--- config.mk ---
export PLATFORM = sky130hd
export DESIGN_NAME = display_list_builder
export DESIGN_NICKNAME = d
export VERILOG_FILES = /design/src/rtl/display_pkg.sv /design/src/rtl/vertex_xform.sv /design/src/rtl/display_list_builder.sv
export SDC_FILE = /design/constraint.sdc
export NUM_CORES = 1
export LEC_CHECK = 0
export ABC_CLOCK_PERIOD_IN_PS = 8550
export CAP_MARGIN = 0
export CORE_MARGIN = 10
export CORE_UTILIZATION = 50
export CTS_CLUSTER_DIAMETER = 200
export DETAILED_ROUTE_END_ITERATION = 10
export PLACE_DENSITY = 0.79
export SLEW_MARGIN = 40
export SYNTH_ARGS = -nofsm -noshare
export SYNTH_HDL_FRONTEND = slang
export SYNTH_SLANG_ARGS = --single-unit
--- constraint.sdc ---
create_clock -name clk -period 8.55 [get_ports clk]
set_clock_uncertainty 0.05 [all_clocks]
set_input_delay 1.2825 -clock clk [delete_from_list [all_inputs] [get_ports clk]]
set_output_delay 1.2825 -clock clk [all_outputs]
set_load 0.05 [all_outputs]
--- src/rtl/display_pkg.sv ---
// display_pkg: shared state encoding, word constants and
// helpers for the display-list builder.
package display_pkg;

   typedef enum logic [3:0] {
      S_RESET,
      S_START,
      S_SEG_SEL,
      S_FETCH,
      S_FLUSH,
      S_TERM,
      S_DONE,
      S_WAIT_FRAME
   } state_t;

   // widest coordinate the helpers handle
   localparam int CW = 16;
   localparam int WW = 2*CW+2;

   // both have zero coordinates, so the value is width independent
   localparam int unsigned TERM_WORD   = 3;
   localparam int unsigned ORIGIN_WORD = 1;

   typedef struct packed {
      logic [CW-1:0] x;
      logic [CW-1:0] y;
      logic          line;
      logic          pos;
   } vertex_t;

   function automatic vertex_t unpack_word(
      input logic [WW-1:0] w,
      input int unsigned   ow
   );
      vertex_t       v;
      logic [CW-1:0] m;
      m      = CW'((33'd1 << ow) - 33'd1);
      v.x    = CW'(w >> (ow + 2)) & m;
      v.y    = CW'(w >> 2) & m;
      v.line = w[1];
      v.pos  = w[0];
      return v;
   endfunction

   function automatic logic [WW-1:0] pack_word(
      input vertex_t     v,
      input int unsigned ow
   );
      return (WW'(v.x) << (ow + 2))
           | (WW'(v.y) << 2)
           | WW'({v.line, v.pos});
   endfunction

   function automatic logic is_term(input logic [1:0] lp);
      return lp == 2'b11;
   endfunction

endpackage

--- src/rtl/vertex_xform.sv ---
// vertex_xform: translates one display word by (dx, dy),
// clamping each coordinate at its top value.
module vertex_xform
   import display_pkg::*;
#(
   parameter int OUT_WIDTH = 8,
   parameter int DATAWIDTH = 2*OUT_WIDTH+2
) (
   input  logic [DATAWIDTH-1:0] din,
   input  logic [OUT_WIDTH-1:0] dx,
   input  logic [OUT_WIDTH-1:0] dy,
   output logic [DATAWIDTH-1:0] dout
);

   vertex_t            v_in;
   vertex_t            v_out;
   logic [OUT_WIDTH:0] sx;
   logic [OUT_WIDTH:0] sy;

   // widen by one bit, add, saturate on carry out
   always_comb begin
      v_in  = unpack_word(WW'(din), OUT_WIDTH);
      sx    = {1'b0, v_in.x[OUT_WIDTH-1:0]} + {1'b0, dx};
      sy    = {1'b0, v_in.y[OUT_WIDTH-1:0]} + {1'b0, dy};
      v_out = v_in;
      v_out.x = sx[OUT_WIDTH] ? CW'({OUT_WIDTH{1'b1}})
                              : CW'(sx[OUT_WIDTH-1:0]);
      v_out.y = sy[OUT_WIDTH] ? CW'({OUT_WIDTH{1'b1}})
                              : CW'(sy[OUT_WIDTH-1:0]);
      dout  = DATAWIDTH'(pack_word(v_out, OUT_WIDTH));
   end

endmodule

--- src/rtl/display_list_builder.sv ---
// display_list_builder: copies enabled ROM segments, offset
// and clamped, into the display-list RAM, then terminates it.
module display_list_builder
   import display_pkg::*;
#(
   parameter int OUT_WIDTH   = 8,
   parameter int ADR_WIDTH   = 16,
   parameter int DATAWIDTH   = 2*OUT_WIDTH+2,
   parameter int NUM_SEG     = 4,
   parameter int ROM_LATENCY = 1,
   parameter int RAM_DEPTH   = 4096,
   parameter int MAX_SEG_LEN = 1024
) (
   input  logic                         clk,
   input  logic                         rst,
   input  logic                         frame_done,
   input  logic [NUM_SEG-1:0]           seg_en,
   input  logic [NUM_SEG*ADR_WIDTH-1:0] seg_base,
   input  logic [NUM_SEG*OUT_WIDTH-1:0] seg_dx,
   input  logic [NUM_SEG*OUT_WIDTH-1:0] seg_dy,
   input  logic [DATAWIDTH-1:0]         dataROM,
   output logic [ADR_WIDTH-1:0]         adrROM,
   output logic [DATAWIDTH-1:0]         dataWRITE,
   output logic [ADR_WIDTH-1:0]         adrWRITE,
   output logic                         we,
   output logic                         draw_frame,
   output logic                         busy,
   output logic                         overflow,
   output logic [NUM_SEG-1:0]           seg_err,
   output logic [3:0]                   state_debug
);

   localparam int IW  = $clog2(NUM_SEG + 1);
   localparam int CNW = $clog2(MAX_SEG_LEN + 1);
   localparam int L   = ROM_LATENCY;
   localparam logic [ADR_WIDTH-1:0] LAST_VTX =
      ADR_WIDTH'(RAM_DEPTH - 2);

   state_t                       state, state_n;
   logic [IW-1:0]                seg_idx, seg_idx_n;
   logic                         pending, pending_n;
   logic [NUM_SEG-1:0]           en_r, en_n;
   logic [NUM_SEG*ADR_WIDTH-1:0] base_r, base_n;
   logic [NUM_SEG*OUT_WIDTH-1:0] dx_r, dx_n;
   logic [NUM_SEG*OUT_WIDTH-1:0] dy_r, dy_n;
   logic [CNW-1:0]               cnt, cnt_n;
   logic [L-1:0]                 pipe, pipe_n;

   logic [ADR_WIDTH-1:0]         adr_rom_n;
   logic [ADR_WIDTH-1:0]         adr_wr_n;
   logic [DATAWIDTH-1:0]         data_wr_n;
   logic                         we_n;
   logic                         draw_n;
   logic                         busy_n;
   logic                         ovf_n;
   logic [NUM_SEG-1:0]           err_n;
   logic                         start_build;

   logic                         cur_en;
   logic [NUM_SEG-1:0]           cur_bit;
   logic [ADR_WIDTH-1:0]         cur_base;
   logic [OUT_WIDTH-1:0]         cur_dx;
   logic [OUT_WIDTH-1:0]         cur_dy;
   logic [DATAWIDTH-1:0]         xf_word;

   assign state_debug = state;

   // pick the sampled parameters of the current segment
   always_comb begin
      cur_en   = 1'b0;
      cur_bit  = '0;
      cur_base = '0;
      cur_dx   = '0;
      cur_dy   = '0;
      for (int i = 0; i < NUM_SEG; i++) begin
         if (seg_idx == IW'(i)) begin
            cur_en     = en_r[i];
            cur_bit[i] = 1'b1;
            cur_base   = base_r[i*ADR_WIDTH +: ADR_WIDTH];
            cur_dx     = dx_r[i*OUT_WIDTH +: OUT_WIDTH];
            cur_dy     = dy_r[i*OUT_WIDTH +: OUT_WIDTH];
         end
      end
   end

   vertex_xform #(
      .OUT_WIDTH (OUT_WIDTH),
      .DATAWIDTH (DATAWIDTH)
   ) u_xform (
      .din  (dataROM),
      .dx   (cur_dx),
      .dy   (cur_dy),
      .dout (xf_word)
   );

   // next state plus the registered outputs of that state
   always_comb begin
      state_n     = state;
      seg_idx_n   = seg_idx;
      pending_n   = pending
                  | (frame_done && (state != S_WAIT_FRAME));
      en_n        = en_r;
      base_n      = base_r;
      dx_n        = dx_r;
      dy_n        = dy_r;
      cnt_n       = cnt;
      pipe_n      = pipe;
      adr_rom_n   = adrROM;
      adr_wr_n    = adrWRITE;
      data_wr_n   = dataWRITE;
      we_n        = 1'b0;
      draw_n      = draw_frame;
      busy_n      = busy;
      ovf_n       = overflow;
      err_n       = seg_err;
      start_build = 1'b0;

      unique case (state)
         S_RESET: start_build = 1'b1;
         S_START: state_n = S_SEG_SEL;
         S_SEG_SEL: begin
            pipe_n = '0;
            cnt_n  = '0;
            if (seg_idx >= IW'(NUM_SEG)) begin
               state_n   = S_TERM;
               we_n      = 1'b1;
               adr_wr_n  = adrWRITE + ADR_WIDTH'(1);
               data_wr_n = DATAWIDTH'(TERM_WORD);
            end else if (cur_en) begin
               state_n   = S_FETCH;
               adr_rom_n = cur_base;
            end else begin
               seg_idx_n = seg_idx + IW'(1);
            end
         end
         S_FETCH: begin
            adr_rom_n = adrROM + ADR_WIDTH'(1);
            pipe_n    = L'({pipe, 1'b1});
            if (pipe[L-1]) begin
               if (is_term(dataROM[1:0])) begin
                  state_n = S_FLUSH;
               end else begin
                  cnt_n = cnt + CNW'(1);
                  if (adrWRITE == LAST_VTX) begin
                     ovf_n = 1'b1;
                  end else begin
                     we_n      = 1'b1;
                     adr_wr_n  = adrWRITE + ADR_WIDTH'(1);
                     data_wr_n = xf_word;
                  end
                  if (cnt_n == CNW'(MAX_SEG_LEN)) begin
                     state_n = S_FLUSH;
                     err_n   = seg_err | cur_bit;
                  end
               end
            end
            if (state_n == S_FLUSH) pipe_n = '0;
         end
         S_FLUSH: begin
            pipe_n    = '0;
            seg_idx_n = seg_idx + IW'(1);
            state_n   = S_SEG_SEL;
         end
         S_TERM: begin
            state_n = S_DONE;
            draw_n  = 1'b1;
            busy_n  = 1'b0;
         end
         S_DONE: state_n = S_WAIT_FRAME;
         S_WAIT_FRAME: begin
            if (frame_done || pending) begin
               start_build = 1'b1;
               pending_n   = 1'b0;
            end
         end
         default: state_n = S_RESET;
      endcase

      if (start_build) begin
         state_n   = S_START;
         en_n      = seg_en;
         base_n    = seg_base;
         dx_n      = seg_dx;
         dy_n      = seg_dy;
         seg_idx_n = '0;
         ovf_n     = 1'b0;
         err_n     = '0;
         we_n      = 1'b1;
         adr_wr_n  = '0;
         data_wr_n = DATAWIDTH'(ORIGIN_WORD);
         draw_n    = 1'b0;
         busy_n    = 1'b1;
      end
   end

   // state and output registers, cleared by synchronous reset
   always_ff @(posedge clk) begin
      if (rst) begin
         state      <= S_RESET;
         seg_idx    <= '0;
         pending    <= 1'b0;
         en_r       <= '0;
         base_r     <= '0;
         dx_r       <= '0;
         dy_r       <= '0;
         cnt        <= '0;
         pipe       <= '0;
         adrROM     <= '0;
         adrWRITE   <= '0;
         dataWRITE  <= '0;
         we         <= 1'b0;
         draw_frame <= 1'b0;
         busy       <= 1'b0;
         overflow   <= 1'b0;
         seg_err    <= '0;
      end else begin
         state      <= state_n;
         seg_idx    <= seg_idx_n;
         pending    <= pending_n;
         en_r       <= en_n;
         base_r     <= base_n;
         dx_r       <= dx_n;
         dy_r       <= dy_n;
         cnt        <= cnt_n;
         pipe       <= pipe_n;
         adrROM     <= adr_rom_n;
         adrWRITE   <= adr_wr_n;
         dataWRITE  <= data_wr_n;
         we         <= we_n;
         draw_frame <= draw_n;
         busy       <= busy_n;
         overflow   <= ovf_n;
         seg_err    <= err_n;
      end
   end

endmodule

# Yosys cells after proc, flatten, opt, wreduce, memory -nomap -nowiden
# Cells that the tools add are included.
dict set report word_totals {
  ram_bits 0
  input_bits 153
  out_inout_bits 62
  latch_bits 0
  rom_bits 0
  mem_count 0
  register_bits 210
  elab_cells 147
}
dict set report op_classes {
  muxes 64
  magnitude_cmp 1
  div 0
  addsub 6
  n_eq_ne 29
  shift 0
  n_bitwise 6
  reduce_logical 22
  multipliers 0
}
# operator count
set ops {}
lappend ops {{2-to-1 mux 16 bit} 10}
lappend ops {{2-to-1 mux 8 bit} 10}
lappend ops {{2-to-1 mux 18 bit} 4}
lappend ops {{case mux 16 bit (2 select lines)} 2}
lappend ops {{case mux 18 bit (2 select lines)} 1}
lappend ops {{adder 16 x 1 -> 16 bit (second input constant)} 2}
lappend ops {{2-to-1 mux 4 bit} 6}
lappend ops {{case mux 4 bit (6 select lines)} 1}
lappend ops {{2-to-1 mux 11 bit} 2}
lappend ops {{case mux 11 bit (2 select lines)} 1}
lappend ops {{2-to-1 mux 1 bit} 21}
lappend ops {{== test 4 x 3 -> 1 bit (second input constant)} 5}
lappend ops {{adder 8 x 8 -> 9 bit} 2}
lappend ops {{OR 18 x 10 -> 18 bit} 1}
lappend ops {{OR 18 x 2 -> 18 bit} 1}
lappend ops {{== test 16 x 12 -> 1 bit (second input constant)} 1}
lappend ops {{!= test 3 bit (second input constant)} 5}
lappend ops {{!= test 2 bit (second input constant)} 7}
lappend ops {{adder 11 x 1 -> 11 bit (second input constant)} 1}
lappend ops {{== test 11 bit (second input constant)} 1}
lappend ops {{AND reduction 5 bit} 2}
lappend ops {{AND reduction 3 bit} 3}
lappend ops {{== test 4 x 2 -> 1 bit (second input constant)} 2}
lappend ops {{AND reduction 4 bit} 2}
lappend ops {{23 further kinds} 35}

# Logic depth before layout (Yosys ltp)
dict set report depth {
  depth_word 14
  ltp_mapped 17
  depth_no_buf 15
}

# By module
# Synthesis repeated with hierarchy kept, for this count alone.
dict set report hier_totals {
  hier_cells 1310
  area_unflattened_um2 10124.7
}
# module area_each_um2 seq_area_each_um2 cells_per_inst n_inst
set modules_own_cells {}
lappend modules_own_cells {display_list_builder 9341.5 4204.0 1212 1}
lappend modules_own_cells {vertex_xform 783.3 0.0 98 1}

# Worst setup path before layout
# No wires, ideal clock.
dict set report synth_path {
  path_type {flip-flop to flip-flop}
  from {register seg_idx[0]}
  to {register dataWRITE[8]}
  period_less_slack_ns 3.547
  t_arrival_ns 3.418
  n_path_buf 2
  stages_incl_launch_ff 17
  setup_time_ns 0.079
  setup_slack_ns 5.003
  required_ns 8.421
  cell_sequence {dfxtp_1 ha_1 nor2b_1 clkbuf_1 buf_1 a221o_1 o21ai_0 o21ai_0 ha_1 inv_1 fa_1 nor2b_1 o21ai_0 a21boi_0 o21ai_0 a32o_1 o211ai_1}
}
dict set report synth_between {
  elab_chain_len 13
  word_cells_on_any_way 19
  classes_between {add/sub: 1; order compare: 1; eq/ne: 4; mux: 9; bitwise: 2; reduce/logical: 2}
}
# element line_no
set synth_rtl {}
lappend synth_rtl {{from (decl)} display_list_builder.sv:40} ;# logic [IW-1:0] seg_idx, seg_idx_n;
lappend synth_rtl {{from (signal assigned)} display_list_builder.sv:218} ;# seg_idx <= seg_idx_n;
lappend synth_rtl {{zero test 3 bit} display_list_builder.sv:76} ;# if (seg_idx == IW'(i)) begin
lappend synth_rtl {{2-to-1 mux 8 bit (4 in a row)} display_list_builder.sv:76}
lappend synth_rtl {{adder 8 x 8 -> 9 bit} vertex_xform.sv:24} ;# sy = {1'b0, v_in.y[OUT_WIDTH-1:0]} + {1'b0, dy};
lappend synth_rtl {{2-to-1 mux 8 bit} vertex_xform.sv:28} ;# v_out.y = sy[OUT_WIDTH] ? CW'({OUT_WIDTH{1'b1}})
lappend synth_rtl {{OR 18 x 10 -> 18 bit} display_pkg.sv:50} ;# | (WW'(v.y) << 2)
lappend synth_rtl {{OR 18 x 2 -> 18 bit} display_pkg.sv:51} ;# | WW'({v.line, v.pos});
lappend synth_rtl {{2-to-1 mux 18 bit} display_list_builder.sv:144} ;# if (adrWRITE == LAST_VTX) begin
lappend synth_rtl {{2-to-1 mux 18 bit} display_list_builder.sv:140} ;# if (is_term(dataROM[1:0])) begin
lappend synth_rtl {{2-to-1 mux 18 bit} display_list_builder.sv:139} ;# if (pipe[L-1]) begin
lappend synth_rtl {{case mux 18 bit (2 select lines)} display_list_builder.sv:118} ;# unique case (state)
lappend synth_rtl {{to (signal assigned)} display_list_builder.sv:228} ;# dataWRITE <= data_wr_n;
lappend synth_rtl {{to (decl)} display_list_builder.sv:23} ;# output logic [DATAWIDTH-1:0] dataWRITE,
# Several ways; a longest one is shown, not always the timed one. The select of a mux whose other input is x is not followed.
# A chain may end at the register's enable or synchronous reset.

# Final worst setup path
# Same ends and word-level chain as after synthesis.

==> summary.txt <==
Critical path
  • Crit path required time: 8.92 ns
  • Worst EP arrival: between 4 and 5 ns
  • Cell-by-cell trace of the critical path: ha_1 > nor2b_4 > a221o_1 > o21ai_0 > o21ai_0 > ha_1 > inv_1 > fa_1 > nor2b_1 > o21ai_0 > a21boi_0 > o21ai_0 > a32o_1 > o211ai_1
  • Most used cell along the critical path: sky130_fd_sc_hd__o21ai_0
  • Class of the most critical setup path: reg -> reg
  • CP endpoint kind: flip-flop
  • Flop2flop setup slack: roughly 4.4 ns
  • Largest stage delay, worst path: 0.65 ns
  • Type of element launching the critical path: flip-flop
  • Cell at the slowest stage of the critical path: sky130_fd_sc_hd__ha_1
  • Reg2reg start: seg_idx[0]
  • Cells on worst reg2reg path: 14
  • Crit path launch: seg_idx[0]
  • Worst r2r dst: dataWRITE[8]
  • Max FO, Critical Path: 24

Clocking
  • Maximum buffer depth of the clock tree: 3
  • CTS tree: done
  • Clock tree sinks: 210
  • Resized cells post-CTS: 0
  • H-tree depth reported by CTS: 1
  • Setup repair bufs after CTS: 0
  • Clk Latency, worst-skew pair: 0.51 ns
  • Cell chosen for the clock root: sky130_fd_sc_hd__clkbuf_16
  • Cts-stage hold buffer count: 0
  • Number of clock buffers inserted by TritonCTS: 22
  • Clock transition at the registers of the reported paths: 0.06 ns

Power and ir drop
  • VDD IR max: ~0.00013 V
  • Power density over cell area: 176.7 nW/um2
  • P_leak: between 0.004 and 0.005 uW

Layout
  • Final core occ: 0.6635
  • Net count reported at finish: roughly 1.7k
  • Fraction of final layout cells sized beyond drive strength 1: 0.04576
  • Fillcell total: 1692
  • Layout overhead on the synthesized area: 29.62%

Floorplan
  • I/O Pins: 215
  • Floorplan die height: 161.6 um
  • Std cell rows: 51
  • Die area: 26120 um2
  • Core area: 19590 um2
  • Width of the die: 161.6 um
  • Initial core utilization: 0.5119

STA
  • Sum of negative setup slack: 0 ns
  • Slew Viols, Final: 0
  • Worst hold margin: 0.3918 ns
  • Setup repair after global routing missed its margin: false
  • Post-route clock period utilization: 0.4868
  • Final setup violating endpoints: 0
  • Slew HR: 0.4452
  • Max Clock Freq: 240.3 MHz
  • Worst Setup Slack, final: 4.388 ns
  • Final Hold Fails: 0
  • Worst Tran Pin Value: 0.8301 ns
  • Shortest period the worst path allows: 4.162 ns

Synth
  • Number of enable flip-flop cells after synthesis: 0
  • Post-Syn Area: 10030 um2
  • Fraction of synthesized cell area taken by the top area cell type: 0.4192
  • Top FF cell, synth: sky130_fd_sc_hd__dfxtp_1
  • Most numerous cell types in the synthesized netlist: sky130_fd_sc_hd__nand2_1, sky130_fd_sc_hd__dfxtp_1, sky130_fd_sc_hd__a21oi_1, sky130_fd_sc_hd__o21ai_0, sky130_fd_sc_hd__nor2_1
  • Count of different cell masters after synthesis: 73
  • Post-synthesis instance total: 1311
  • Largest cells by area after synthesis: sky130_fd_sc_hd__dfxtp_1, sky130_fd_sc_hd__nand2_1, sky130_fd_sc_hd__a21oi_1
  • Most common cell in the netlist: sky130_fd_sc_hd__nand2_1
  • Syn. warnings: 0
  • Post-synthesis average cell area: around 7.6 um2
  • Number of flip-flops and latches in the synthesized netlist: 210
  • Cell type contributing the most total cell area after synthesis: sky130_fd_sc_hd__dfxtp_1
  • Seq/Total Area, Yosys: 0.4192
  • Async set-reset flop share out of synthesis: 0
  • Synth Net Count: 1491

Status
  • Status: complete, no violations

Detailed routing
  • Routed len/inst: 17.23 um
  • Met3 wire length: 2468 um
  • Residual DRC count: 0
  • Total Routed Length: between 30000 and 40000 um
  • Metal1 wirelength: 12980 um
  • Avg Vias per Cell: 5.611
  • Metal2 WL: between 10000 and 15000 um
  • Highest metal layer used by the detailed router: met4
  • Residual antenna-violating net count after detailed routing: 0
  • Via count: 9853
  • 1st-iter DRT viols: about 900
  • Detailed-router iteration count before antenna repair: 5

Global routing
  • Number of antenna violations at the first check in global routing: 5
  • Number of global-route vias before repair: 9373
  • Largest net degree at the start of global routing: 108
  • Overall routing resource usage: 0.2221
  • Sum of overflow across all layers after global routing: 0
  • Global-route wire length before repair: 48420 um

Place
  • HPWL after detailed placement: approximately 22000 um
  • Final weighted congestion in routability-driven placement: a little under 0.9
  • Setup slack after placement: 4.378 ns
  • Count of port buffers added during placement: 214

Min path
  • Hold Path Class: reg -> reg
  • Beginning of the worst hold path: dataWRITE[5]
  • Number of stages on the worst hold path: 2
  • Hold-critical path endpoint: dataWRITE[5]

Flow run
  • Maximum Capacitance Violations: 0
[routing by layer]
metal,vias to the layer above,GRT usage
met5,-,0
met1,4514,0.2884
met4,0,0.07237
met3,52,0.05363
li1,4896,-
met2,391,0.3549
[registers in the layout (all words and copies together), names as in the netlist]
| name | cells |
|---|---|
| busy | 1 |
| base_r | 64 |
| pipe | 1 |
| state_debug | 4 |
| seg_err | 4 |
| adrROM | 16 |
| en_r | 4 |
| overflow | 1 |
| seg_idx | 3 |
| dataWRITE | 18 |
| we | 1 |
| cnt | 11 |
| dy_r | 32 |
| dx_r | 32 |
| pending | 1 |
| draw_frame | 1 |
| adrWRITE | 16 |
[kinds of logic after synthesis]
logic type,synth area share
flip-flops,0.4192
XOR/XNOR,0.02271
adder cells (fa/ha/maj),0.03518
buffers and inverters,0.04679
other,0.0003739
AO/OA/AOI/OAI,0.2428
multiplexers,0.003993
AND/OR/NAND/NOR,0.2289
[critical path, delay by kind of cell, from the launching register on]
kind,cells,cell delay [ns]
AO/OA/AOI/OAI,8,1.59
adder cells (fa/ha/maj),3,1.24
AND/OR/NAND/NOR,2,0.74
flip-flops,1,0.40
buffers and inverters,1,0.06
[final cells by class]
type	count	area [um2]	share of cell area
Timing Repair Buffer	221	2200	0.1692
Multi-Input combinational cell	990	5398	0.4152
Clock buffer	29	626.9	0.04822
Inverter	25	93.84	0.007219
Clock inverter	11	132.6	0.01020
Sequential cell	210	4204	0.3234
Antenna cell	5	12.51	0.0009626
Tap cell	265	331.6	0.02551
[through the flow]
stage                     cells  total power, uW  area [um2]
after global placement     1711             1325       12190
after CTS                  1751             2309       12980
after detailed placement   1711             1332       12220
final                      1756             2297       13000
after floorplan            1311             1212       10030
after global routing       1755             2389       13000
[report_power, final]
| group | switching (uW) | total, uW | leakage [uW] | internal [uW] |
|---|---|---|---|---|
| sequential | 23.8 | 1040 | 0.00171 | 1020 |
| combinational | 142 | 271 | 0.00265 | 129 |
| clock | 401 | 983 | 0.000369 | 582 |
[worst max path at each step]
stage,cells past startpoint,endpoint
2_1_floorplan,16,dataWRITE[8]
3_3_place_gp,14,dataWRITE[8]
3_5_place_dp,6,dataWRITE[9]
4_1_cts,14,dataWRITE[8]
5_1_grt,14,dataWRITE[8]
6_report,14,dataWRITE[8]
[cells in the final DEF, fill, tap and decap left out, types with 5 or more instances in the layout]
master,n
sky130_fd_sc_hd__a211oi_1,16
sky130_fd_sc_hd__a21o_1,9
sky130_fd_sc_hd__a21oi_1,189
sky130_fd_sc_hd__a221o_1,19
sky130_fd_sc_hd__a22o_1,7
sky130_fd_sc_hd__a22oi_1,6
sky130_fd_sc_hd__and3_1,6
sky130_fd_sc_hd__and3b_1,10
sky130_fd_sc_hd__buf_4,6
sky130_fd_sc_hd__clkbuf_16,22
sky130_fd_sc_hd__clkbuf_8,5
sky130_fd_sc_hd__clkdlybuf4s50_1,213
sky130_fd_sc_hd__dfxtp_1,210
sky130_fd_sc_hd__diode_2,5
sky130_fd_sc_hd__ha_1,24
sky130_fd_sc_hd__inv_1,24
sky130_fd_sc_hd__nand2_1,359
sky130_fd_sc_hd__nand3_1,12
sky130_fd_sc_hd__nand4_1,9
sky130_fd_sc_hd__nor2_1,66
sky130_fd_sc_hd__nor3_1,20
sky130_fd_sc_hd__o211ai_1,16
sky130_fd_sc_hd__o21a_1,8
sky130_fd_sc_hd__o21ai_0,82
sky130_fd_sc_hd__o21ai_1,9
sky130_fd_sc_hd__xnor2_1,15
sky130_fd_sc_hd__xor2_1,11
No activity file was read; power rests on OpenSTA's default activity.
